File: config.mk
export PLATFORM = sky130hd
export DESIGN_NAME = alu_ctrl_decoder
export DESIGN_NICKNAME = d
export VERILOG_FILES = /design/src/rtl/alu_ctrl_decoder.sv
export SDC_FILE = /design/constraint.sdc
export NUM_CORES = 1
export LEC_CHECK = 0
export BUFFER_PORTS_ARGS = -buffer_cell sky130_fd_sc_hd__buf_2
export CAP_MARGIN = 20
export CORE_MARGIN = 4
export CORE_UTILIZATION = 40
export DETAILED_ROUTE_END_ITERATION = 6
export SLEW_MARGIN = 20
export SYNTH_ARGS = -nofsm -noshare
export SYNTH_HDL_FRONTEND = slang
export SYNTH_SLANG_ARGS = --single-unit
File: constraint.sdc
create_clock -name clk -period 4.7 [get_ports clk]
set_input_delay 0.47 -clock clk [delete_from_list [all_inputs] [get_ports clk]]
set_output_delay 0.47 -clock clk [all_outputs]
set_load 0.005 [all_outputs]
File: src/rtl/alu_ctrl_decoder.sv
// alu_ctrl_decoder: RV32I decode stage feeding the ALU (S/A/B) one stage later.
// Combinational decode of the incoming word lands in a 2-entry skid FIFO; the
// head entry drives the output bundle.
// Optional macro ILLEGAL_TRAP_EN: adds illegal / illegal_seen outputs and passes
// illegal words through with their flags cleared. Without it, illegal words
// are turned into a NOP (ADD rs1+imm with imm=0, rd=0, all flags clear).
module alu_ctrl_decoder #(
    parameter int XLEN       = 32,
    parameter int SKID_DEPTH = 2   // only 2 is supported
) (
    input  logic            clk,
    input  logic            rst,
    input  logic            in_valid,
    output logic            in_ready,
    input  logic [31:0]     instr,
    input  logic [XLEN-1:0] pc,
    output logic            out_valid,
    input  logic            out_ready,
    output logic [5:0]      alu_s,
    output logic [1:0]      a_sel,
    output logic            b_sel,
    output logic [XLEN-1:0] imm,
    output logic [4:0]      rd,
    output logic [4:0]      rs1,
    output logic [4:0]      rs2,
    output logic            reg_write,
    output logic            mem_read,
    output logic            mem_write,
    output logic            is_branch,
    output logic            is_jump,
`ifdef ILLEGAL_TRAP_EN
    output logic            illegal,
    output logic            illegal_seen,
`endif
    output logic [XLEN-1:0] pc_out
);

    localparam logic [1:0] DEPTH  = 2'(SKID_DEPTH);
    localparam logic [5:0] ALU_ADD = 6'b000001;

    typedef struct packed {
        logic [5:0]      alu_s;
        logic [1:0]      a_sel;
        logic            b_sel;
        logic [XLEN-1:0] imm;
        logic [4:0]      rd;
        logic [4:0]      rs1;
        logic [4:0]      rs2;
        logic            reg_write;
        logic            mem_read;
        logic            mem_write;
        logic            is_branch;
        logic            is_jump;
`ifdef ILLEGAL_TRAP_EN
        logic            illegal;
`endif
        logic [XLEN-1:0] pc;
    } bundle_t;

    bundle_t    dec;
    bundle_t    mem_q [2];
    logic       wr_q, wr_d, rd_q, rd_d;
    logic [1:0] cnt_q, cnt_d;
    logic       push, pop, ill;

    logic [6:0] opc;
    logic [2:0] f3;
    logic [6:0] f7;
    assign opc = instr[6:0];
    assign f3  = instr[14:12];
    assign f7  = instr[31:25];

    // Decode the incoming word into an ALU/control bundle
    always_comb begin
        dec         = '0;
        ill         = 1'b0;
        dec.rd      = instr[11:7];
        dec.rs1     = instr[19:15];
        dec.rs2     = instr[24:20];
        dec.alu_s   = ALU_ADD;
        case (opc)
            7'b0110011: begin // R-type
                dec.alu_s     = {instr[30], f3, 2'b01};
                dec.reg_write = 1'b1;
                ill = !((f7 == 7'b0000000) ||
                        (f7 == 7'b0100000 && (f3 == 3'b000 || f3 == 3'b101)));
            end
            7'b0010011: begin // I-type ALU; only SRAI may carry bit 30
                dec.alu_s     = {(f3 == 3'b101) ? instr[30] : 1'b0, f3, 2'b01};
                dec.b_sel     = 1'b1;
                dec.reg_write = 1'b1;
                if (f3 == 3'b001 || f3 == 3'b101) begin
                    dec.imm = XLEN'({27'b0, instr[24:20]});
                    ill     = !(f7 == 7'b0000000 || f7 == 7'b0100000);
                end else begin
                    dec.imm = XLEN'($signed({{20{instr[31]}}, instr[31:20]}));
                end
            end
            7'b0000011: begin // LOAD
                dec.b_sel     = 1'b1;
                dec.imm       = XLEN'($signed({{20{instr[31]}}, instr[31:20]}));
                dec.mem_read  = 1'b1;
                dec.reg_write = 1'b1;
            end
            7'b0100011: begin // STORE
                dec.b_sel     = 1'b1;
                dec.imm       = XLEN'($signed({{20{instr[31]}}, instr[31:25], instr[11:7]}));
                dec.mem_write = 1'b1;
            end
            7'b1100111: begin // JALR
                dec.b_sel     = 1'b1;
                dec.imm       = XLEN'($signed({{20{instr[31]}}, instr[31:20]}));
                dec.is_jump   = 1'b1;
                dec.reg_write = 1'b1;
            end
            7'b1101111: begin // JAL
                dec.a_sel     = 2'd1;
                dec.b_sel     = 1'b1;
                dec.imm       = XLEN'($signed({{12{instr[31]}}, instr[19:12], instr[20],
                                               instr[30:21], 1'b0}));
                dec.is_jump   = 1'b1;
                dec.reg_write = 1'b1;
            end
            7'b0010111: begin // AUIPC
                dec.a_sel     = 2'd1;
                dec.b_sel     = 1'b1;
                dec.imm       = XLEN'($signed({instr[31:12], 12'b0}));
                dec.reg_write = 1'b1;
            end
            7'b0110111: begin // LUI: zero + imm
                dec.a_sel     = 2'd2;
                dec.b_sel     = 1'b1;
                dec.imm       = XLEN'($signed({instr[31:12], 12'b0}));
                dec.reg_write = 1'b1;
            end
            7'b1100011: begin // Branch compare
                dec.alu_s     = {1'b0, f3, 2'b11};
                dec.imm       = XLEN'($signed({{20{instr[31]}}, instr[7], instr[30:25],
                                               instr[11:8], 1'b0}));
                dec.is_branch = 1'b1;
                ill = (f3 == 3'b010 || f3 == 3'b011);
            end
            default: ill = 1'b1;
        endcase
`ifdef ILLEGAL_TRAP_EN
        if (ill) begin
            dec.illegal   = 1'b1;
            dec.reg_write = 1'b0;
            dec.mem_read  = 1'b0;
            dec.mem_write = 1'b0;
            dec.is_branch = 1'b0;
            dec.is_jump   = 1'b0;
        end
`else
        if (ill) begin
            dec       = '0;
            dec.alu_s = ALU_ADD;
            dec.b_sel = 1'b1;
        end
`endif
        dec.pc = pc;
    end

    assign in_ready  = !rst && (cnt_q != DEPTH);
    assign out_valid = (cnt_q != 2'd0);
    assign push      = in_valid && in_ready;
    assign pop       = out_valid && out_ready;

    // Skid FIFO pointer/occupancy next state
    always_comb begin
        wr_d  = push ? ~wr_q : wr_q;
        rd_d  = pop  ? ~rd_q : rd_q;
        cnt_d = cnt_q;
        if (push && !pop)      cnt_d = cnt_q + 2'd1;
        else if (!push && pop) cnt_d = cnt_q - 2'd1;
    end

    // FIFO storage and pointers; reset flushes everything to zero
    always_ff @(posedge clk) begin
        if (rst) begin
            for (int i = 0; i < 2; i++) mem_q[i] <= '0;
            wr_q  <= 1'b0;
            rd_q  <= 1'b0;
            cnt_q <= 2'd0;
        end else begin
            if (push) mem_q[wr_q] <= dec;
            wr_q  <= wr_d;
            rd_q  <= rd_d;
            cnt_q <= cnt_d;
        end
    end

`ifdef ILLEGAL_TRAP_EN
    logic seen_q;
    // Sticky flag: set once any illegal bundle is pushed
    always_ff @(posedge clk) begin
        if (rst)                      seen_q <= 1'b0;
        else if (push && dec.illegal) seen_q <= 1'b1;
    end
    assign illegal      = mem_q[rd_q].illegal;
    assign illegal_seen = seen_q;
`endif

    assign alu_s     = mem_q[rd_q].alu_s;
    assign a_sel     = mem_q[rd_q].a_sel;
    assign b_sel     = mem_q[rd_q].b_sel;
    assign imm       = mem_q[rd_q].imm;
    assign rd        = mem_q[rd_q].rd;
    assign rs1       = mem_q[rd_q].rs1;
    assign rs2       = mem_q[rd_q].rs2;
    assign reg_write = mem_q[rd_q].reg_write;
    assign mem_read  = mem_q[rd_q].mem_read;
    assign mem_write = mem_q[rd_q].mem_write;
    assign is_branch = mem_q[rd_q].is_branch;
    assign is_jump   = mem_q[rd_q].is_jump;
    assign pc_out    = mem_q[rd_q].pc;

endmodule

==> results of run 1 <==
==> layout make-up <==
class,count,share of cell area [%]
sequential,191,53.4
multi-input combinational,427,29.0
timing repair buffer,173,8.65
clock buffer,17,4.01
tap,280,3.30
clock inverter,15,1.56
inverter,3,0.106
==> routing by layer <==
metal | share of wire (%) | up-vias | GRT usage, %
li1 | - | 2804 | -
met1 | 44 | 2953 | 24.2
met2 | 47 | 264 | 28.9
met3 | 7.5 | 32 | 4.21
met4 | 1.9 | 0 | 5.33
met5 | 0 | - | 0
==> registers in the layout, summed over array words and instances, names as in the netlist, named ones only <==
register and cells:
cnt_q 2, wr_q 1, rd_q 1, mem_q 186
==> placed cells by master, fill, tap and decap left out, types with 5 or more instances in the layout <==
| cell | n |
|---|---|
| buf_4 | 9 |
| clkbuf_16 | 17 |
| a22oi_1 | 15 |
| nor3_1 | 70 |
| nor2_1 | 26 |
| inv_8 | 5 |
| mux2_2 | 93 |
| nor3_2 | 19 |
| dfxtp_1 | 6 |
| a21oi_1 | 15 |
| nand2b_1 | 5 |
| nand2_1 | 37 |
| buf_2 | 162 |
| nor4_1 | 17 |
| edfxtp_1 | 184 |
| and2_1 | 67 |
==> metrics by stage <==
step                instances  setup slack (ps)  power, mW
global placement         1074              1850       3.14
finish                   1106              1790       4.54
floorplan                 672              1100       2.73
CTS                      1106              1710       4.59
global route             1106              1620       4.75
detailed placement       1074              1690       3.16
==> power by group <==
part           internal, mW  total [mW]  switching [mW]  leakage (nW)
Sequential             2.04        2.17           0.133          1.99
Clock                 0.718        1.44           0.717         0.287
Combinational         0.484       0.936           0.452          1.69
==> worst max-delay path by stage <==
stage / to / depth (start not counted) / slack [ps] / startpoint
3_5_place_dp: mem_q[0][68] / 6 / 1690 / instr[0]
4_1_cts: pc_out[1] / 3 / 1710 / register
2_1_floorplan: mem_q[0][0] / 4 / 1100 / rst
5_1_grt: pc_out[1] / 3 / 1620 / register
6_report: pc_out[1] / 3 / 1790 / register
3_3_place_gp: mem_q[0][69] / 6 / 1850 / instr[1]
==> logic make-up (layout without fill, tap and decap cells) <==
| group | count (synthesis) | after routing | synth area share (%) |
|---|---|---|---|
| fa+ha+maj | 1 | 1 | 0.140 |
| mux | 93 | 93 | 11.7 |
| buf+inv | 54 | 208 | 2.61 |
| simple gates | 275 | 275 | 17.6 |
| compound gates | 54 | 54 | 4.11 |
| xor+xnor | 4 | 4 | 0.392 |
| flops | 191 | 191 | 63.5 |
==> worst max-delay path: cells and delay by family, from the launching register on <==
kind                   cells  cell delay, ps
muxes                      1             400
buffers and inverters      2             610
DFF                        1             980
==> flow_summary.yaml, run 1 <==
run_status:
  outcome: "finished clean"
power:
  p_leak_nw: 3.96
  ir_worst_vdd_mv: 0.234
  power_density_mw_per_mm2: 428
synth:
  synth-main-ff-cell: "edfxtp_1"
  syn_area_per_cell_um2: 13.3
  synth_edf_count: 184
  async_flop_share_pct: 0
  synth_top_area_share_pct: 61.9
  synth_top_area_cell: "edfxtp_1"
  ys_seq_elements: 191
  syn-num-nets: 741
  syn_inst: 672
  yosys_warnings: 0
  synth_common_cells: "edfxtp_1 (184), mux2_2 (93), nor3_1 (70), and2_1 (67), clkbuf_1 (41)"
  synth.distinct_cells: 52
  synthTopCellsByArea: "edfxtp_1 (62%), mux2_2 (12%), and2_1 (4.7%), nor3_1 (3.9%), nor3_2 (2.1%)"
  syn-cell-area_mm2: 0.00893
  ys_seq_area_share_pct: 63.5
  synth_most_common_cell: "edfxtp_1"
placed_design:
  place.gp.congestion: 0.809
  hpwlAfterDp_mm: 14.7
  portBuffers: 162
  dpl-instance-area_mm2: 0.0100
clocking:
  clockBufferDepth: 2
  cts_buffers: 17
  cts_max_level: 4
  post_cts_buffers: 0
  cts_resized: 0
  cts-root-buf: "clkbuf_16"
  cts_sinks: 191
  hold_buffers: 0
  cts.clk_slew.worst_paths_ps: 80
  cts_tree: "done"
  clkLatencyLatePin_ps: 430
routing:
  ant_nets: 0
  drt_iter0_drc: 437
  drcViolationCount: 0
  num_vias: 6053
  routed_via_density: 5.47
  firstDrtPassIters: 6
  wl_mm: 22.4
  avgRoutedWirePerCell_um: 20.3
worst_hold_path:
  holdPathEnd: "cnt_q[0]"
  hp-class: "input port to register"
  hold_start: "rst"
  hold_depth: 2
setup_path:
  r2r.worst_path.cells: 5
  r2r_end: "mem_q[0][63]"
  critPathKind: "register to primary output"
  path_cells: "buf_4 > mux2_2 > buf_2"
  worst_path_max_delay_cell: "dfxtp_4"
  cp_max_fo: 68
  critPathRequiredTime_ps: 4230
  cp.arrival_ps: 2440
  r2r_slack_ps: 2170
  r2r-start: "cnt_q[0]"
  critPathMaxStageDelay_ps: 980
  end_kind: "primary output"
  critPathLaunchType: "register"
cells_and_area:
  syn2layout_area_growth_pct: 18.9
  seqCellArea_mm2: 0.00567
  utilization_pct: 48.5
  fin_area_mm2: 0.0106
  fillers: 1974
  final_layout_size_suffix_gt1_share_pct: 40.0
  multiInputGateArea_mm2: 0.00307
  nNetsFinal: 882
  diodes: 0
grt:
  grt_pass1_wl_mm: 34.3
  grt_max_degree: 71
  grt-ovfl-total: 0
  grtUsageTotal_pct: 17.9
  grt_antenna_before_repair: 0
  grt_pass1_vias: 6088
timing:
  relSlewSlack_pct: 31.0
  fin_hold_ws_ps: 294
  hold_viol: 0
  report.final.slew_viol_count: 0
  skew_ps: 10.7
  period_share_pct: 61.9
  tightestPinTransition_ps: 1030
  rsz0062_at_grt: "no"
  setup_tns_ps: 0
  fmax_mhz: 344
  final-setup-viol-count: 0
  period_needed_ps: 2910
floorplanning:
  rows: 54
  die_h_um: 157
  io_pins: 163
  coreArea_mm2: 0.0219
  die_area_mm2: 0.0248
  chipWidth_um: 157
  initial_utilization_pct: 40.8
flow_run:
  cap_violations: 0
Power figures use the tool's default switching activity.
==> run 2, diff against run 1 <==
- clock period: 4.7 -> 2.41 ns (I/O delays scaled with it)
==> flow_summary.yaml, run 2 (synthesis results as in run 1) <==
run_status:
  outcome: "finished clean"
worst_hold_path:
  hp-class: "input port to register"
  hold_depth: 2
routing:
  avgRoutedWirePerCell_um: 19.8
  num_vias: 6032
  routed_via_density: 5.38
  drt_iter0_drc: 460
  wl_mm: 22.2
  ant_nets: 0
  firstDrtPassIters: 6
  drcViolationCount: 0
timing:
  skew_ps: 13.3
  rsz0062_at_grt: "no"
  period_needed_ps: 2210
  tightestPinTransition_ps: 960
  period_share_pct: 91.5
  fmax_mhz: 453
  relSlewSlack_pct: 35.7
  report.final.slew_viol_count: 0
  hold_viol: 0
  final-setup-viol-count: 0
grt:
  grt_pass1_vias: 6016
  grt_max_degree: 63
  grt-ovfl-total: 0
  grt_pass1_wl_mm: 33.8
  grtUsageTotal_pct: 17.8
  grt_antenna_before_repair: 0
power:
  switchingPower_mw: 2.37
  report.power.total_mw: 8.97
  combPwrFrac_pct: 22.1
  pwr-share-clk_pct: 31.8
  ir_worst_vdd_mv: 0.418
  p_leak_nw: 4.05
  seq_power_share_pct: 46.2
  internal_power_mw: 6.60
  power_density_mw_per_mm2: 832
  switching_share_pct: 26.4
setup_path:
  r2r.worst_path.cells: 5
  end_kind: "primary output"
  cp_max_fo: 30
  critPathKind: "register to primary output"
  cp.arrival_ps: 1970
  critPathRequiredTime_ps: 2170
  critPathLaunchType: "register"
cells_and_area:
  final_cell_mix: "edfxtp_1 (184), buf_2 (162), mux2_2 (93)"
  syn2layout_area_growth_pct: 20.8
  fin_area_mm2: 0.0108
  diodes: 0
  top_register: "mem_q"
  largest_reg_flops: 186
  final_common_cell: "edfxtp_1"
  top_regs: "mem_q (186), cnt_q (2)"
  final_layout_size_suffix_gt1_share_pct: 40.6
  nNetsFinal: 898
  multiInputGateArea_mm2: 0.00307
  seqCellArea_mm2: 0.00567
  fillers: 1929
floorplanning:
  rows: 54
  io_pins: 163
  die_area_mm2: 0.0248
  die_h_um: 157
  chipWidth_um: 157
  coreArea_mm2: 0.0219
  initial_utilization_pct: 40.8
clocking:
  cts_max_level: 4
  cts_tree: "done"
  hold_buffers: 0
  post_cts_buffers: 0
  cts-root-buf: "clkbuf_16"
  cts_resized: 0
  clockBufferDepth: 2
  cts_buffers: 17
  cts_sinks: 191
  clkLatencyLatePin_ps: 430
  cts.clk_slew.worst_paths_ps: 60
placed_design:
  place.gp.congestion: 0.894
  dpl-instance-area_mm2: 0.0102
  hpwlAfterDp_mm: 15.4
  portBuffers: 162
flow_run:
  cap_violations: 0
run 2: cell count changes in the layout (fill, tap and decap cells not counted), moves of 2 or more:
cell and change:
bufinv_16 +3, buf_12 +4, clkinv_1 +2, inv_8 -5
buf_4 +12, clkbuf_1 +2, clkinv_8 -3, clkinvlp_4 +2
run 2: worst max-delay path, stage by stage, from the launching register on:
cell     delay, ps
dfxtp_4        630
buf_4          380
mux2_2         390
buf_2          130
run 2: power groups by stage:
stage / Combinational [mW] / Sequential [mW] / Clock [mW]
finish: 1.98 / 4.14 / 2.85
floorplan: 1.20 / 4.10 / 0
global placement: 1.99 / 4.20 / 0
global route: 2.16 / 4.18 / 3.05
CTS: 2.03 / 4.15 / 2.91
detailed placement: 2.01 / 4.23 / 0
run 2: final timing paths:
kind              slack [ps]           end    startpoint
setup / recovery         200     pc_out[8]      register
hold / removal            60      register           rst
setup reg to reg         400  mem_q[1][54]      cnt_q[0]
hold reg to reg          450  mem_q[0][87]  mem_q[0][87]
run 2: stage by stage:
stage | worst slack [ps] | std cells | util [%] | setup TNS, ps | hold WS (ps)
floorplan | 311 | 672 | - | 0 | 310
global placement | 129 | 1090 | 46.6 | 0 | 429
detailed placement | -17.8 | 1090 | 46.6 | -63.0 | 442
CTS | 131 | 1122 | 49.3 | 0 | 42.4
global route | 90.9 | 1122 | 49.3 | 0 | 57.8
finish | 204 | 1122 | 49.3 | 0 | 60.3
run 2: layout make-up:
class	count	share of cell area, %
clock buffer	19	4.01
clock inverter	13	1.48
inverter	3	0.104
multi-input combinational	427	28.5
sequential	191	52.6
tap	280	3.25
timing repair buffer	189	10.1
run 2: per-layer routing:
| layer | share of wire, % | track usage [%] | wire length (um) |
|---|---|---|---|
| met5 | 0 | 0 | 0 |
| met4 | 1.5 | 4.26 | 343 |
| met3 | 6.6 | 4.37 | 1460 |
| met2 | 48 | 28.1 | 10600 |
| met1 | 44 | 24.9 | 9860 |
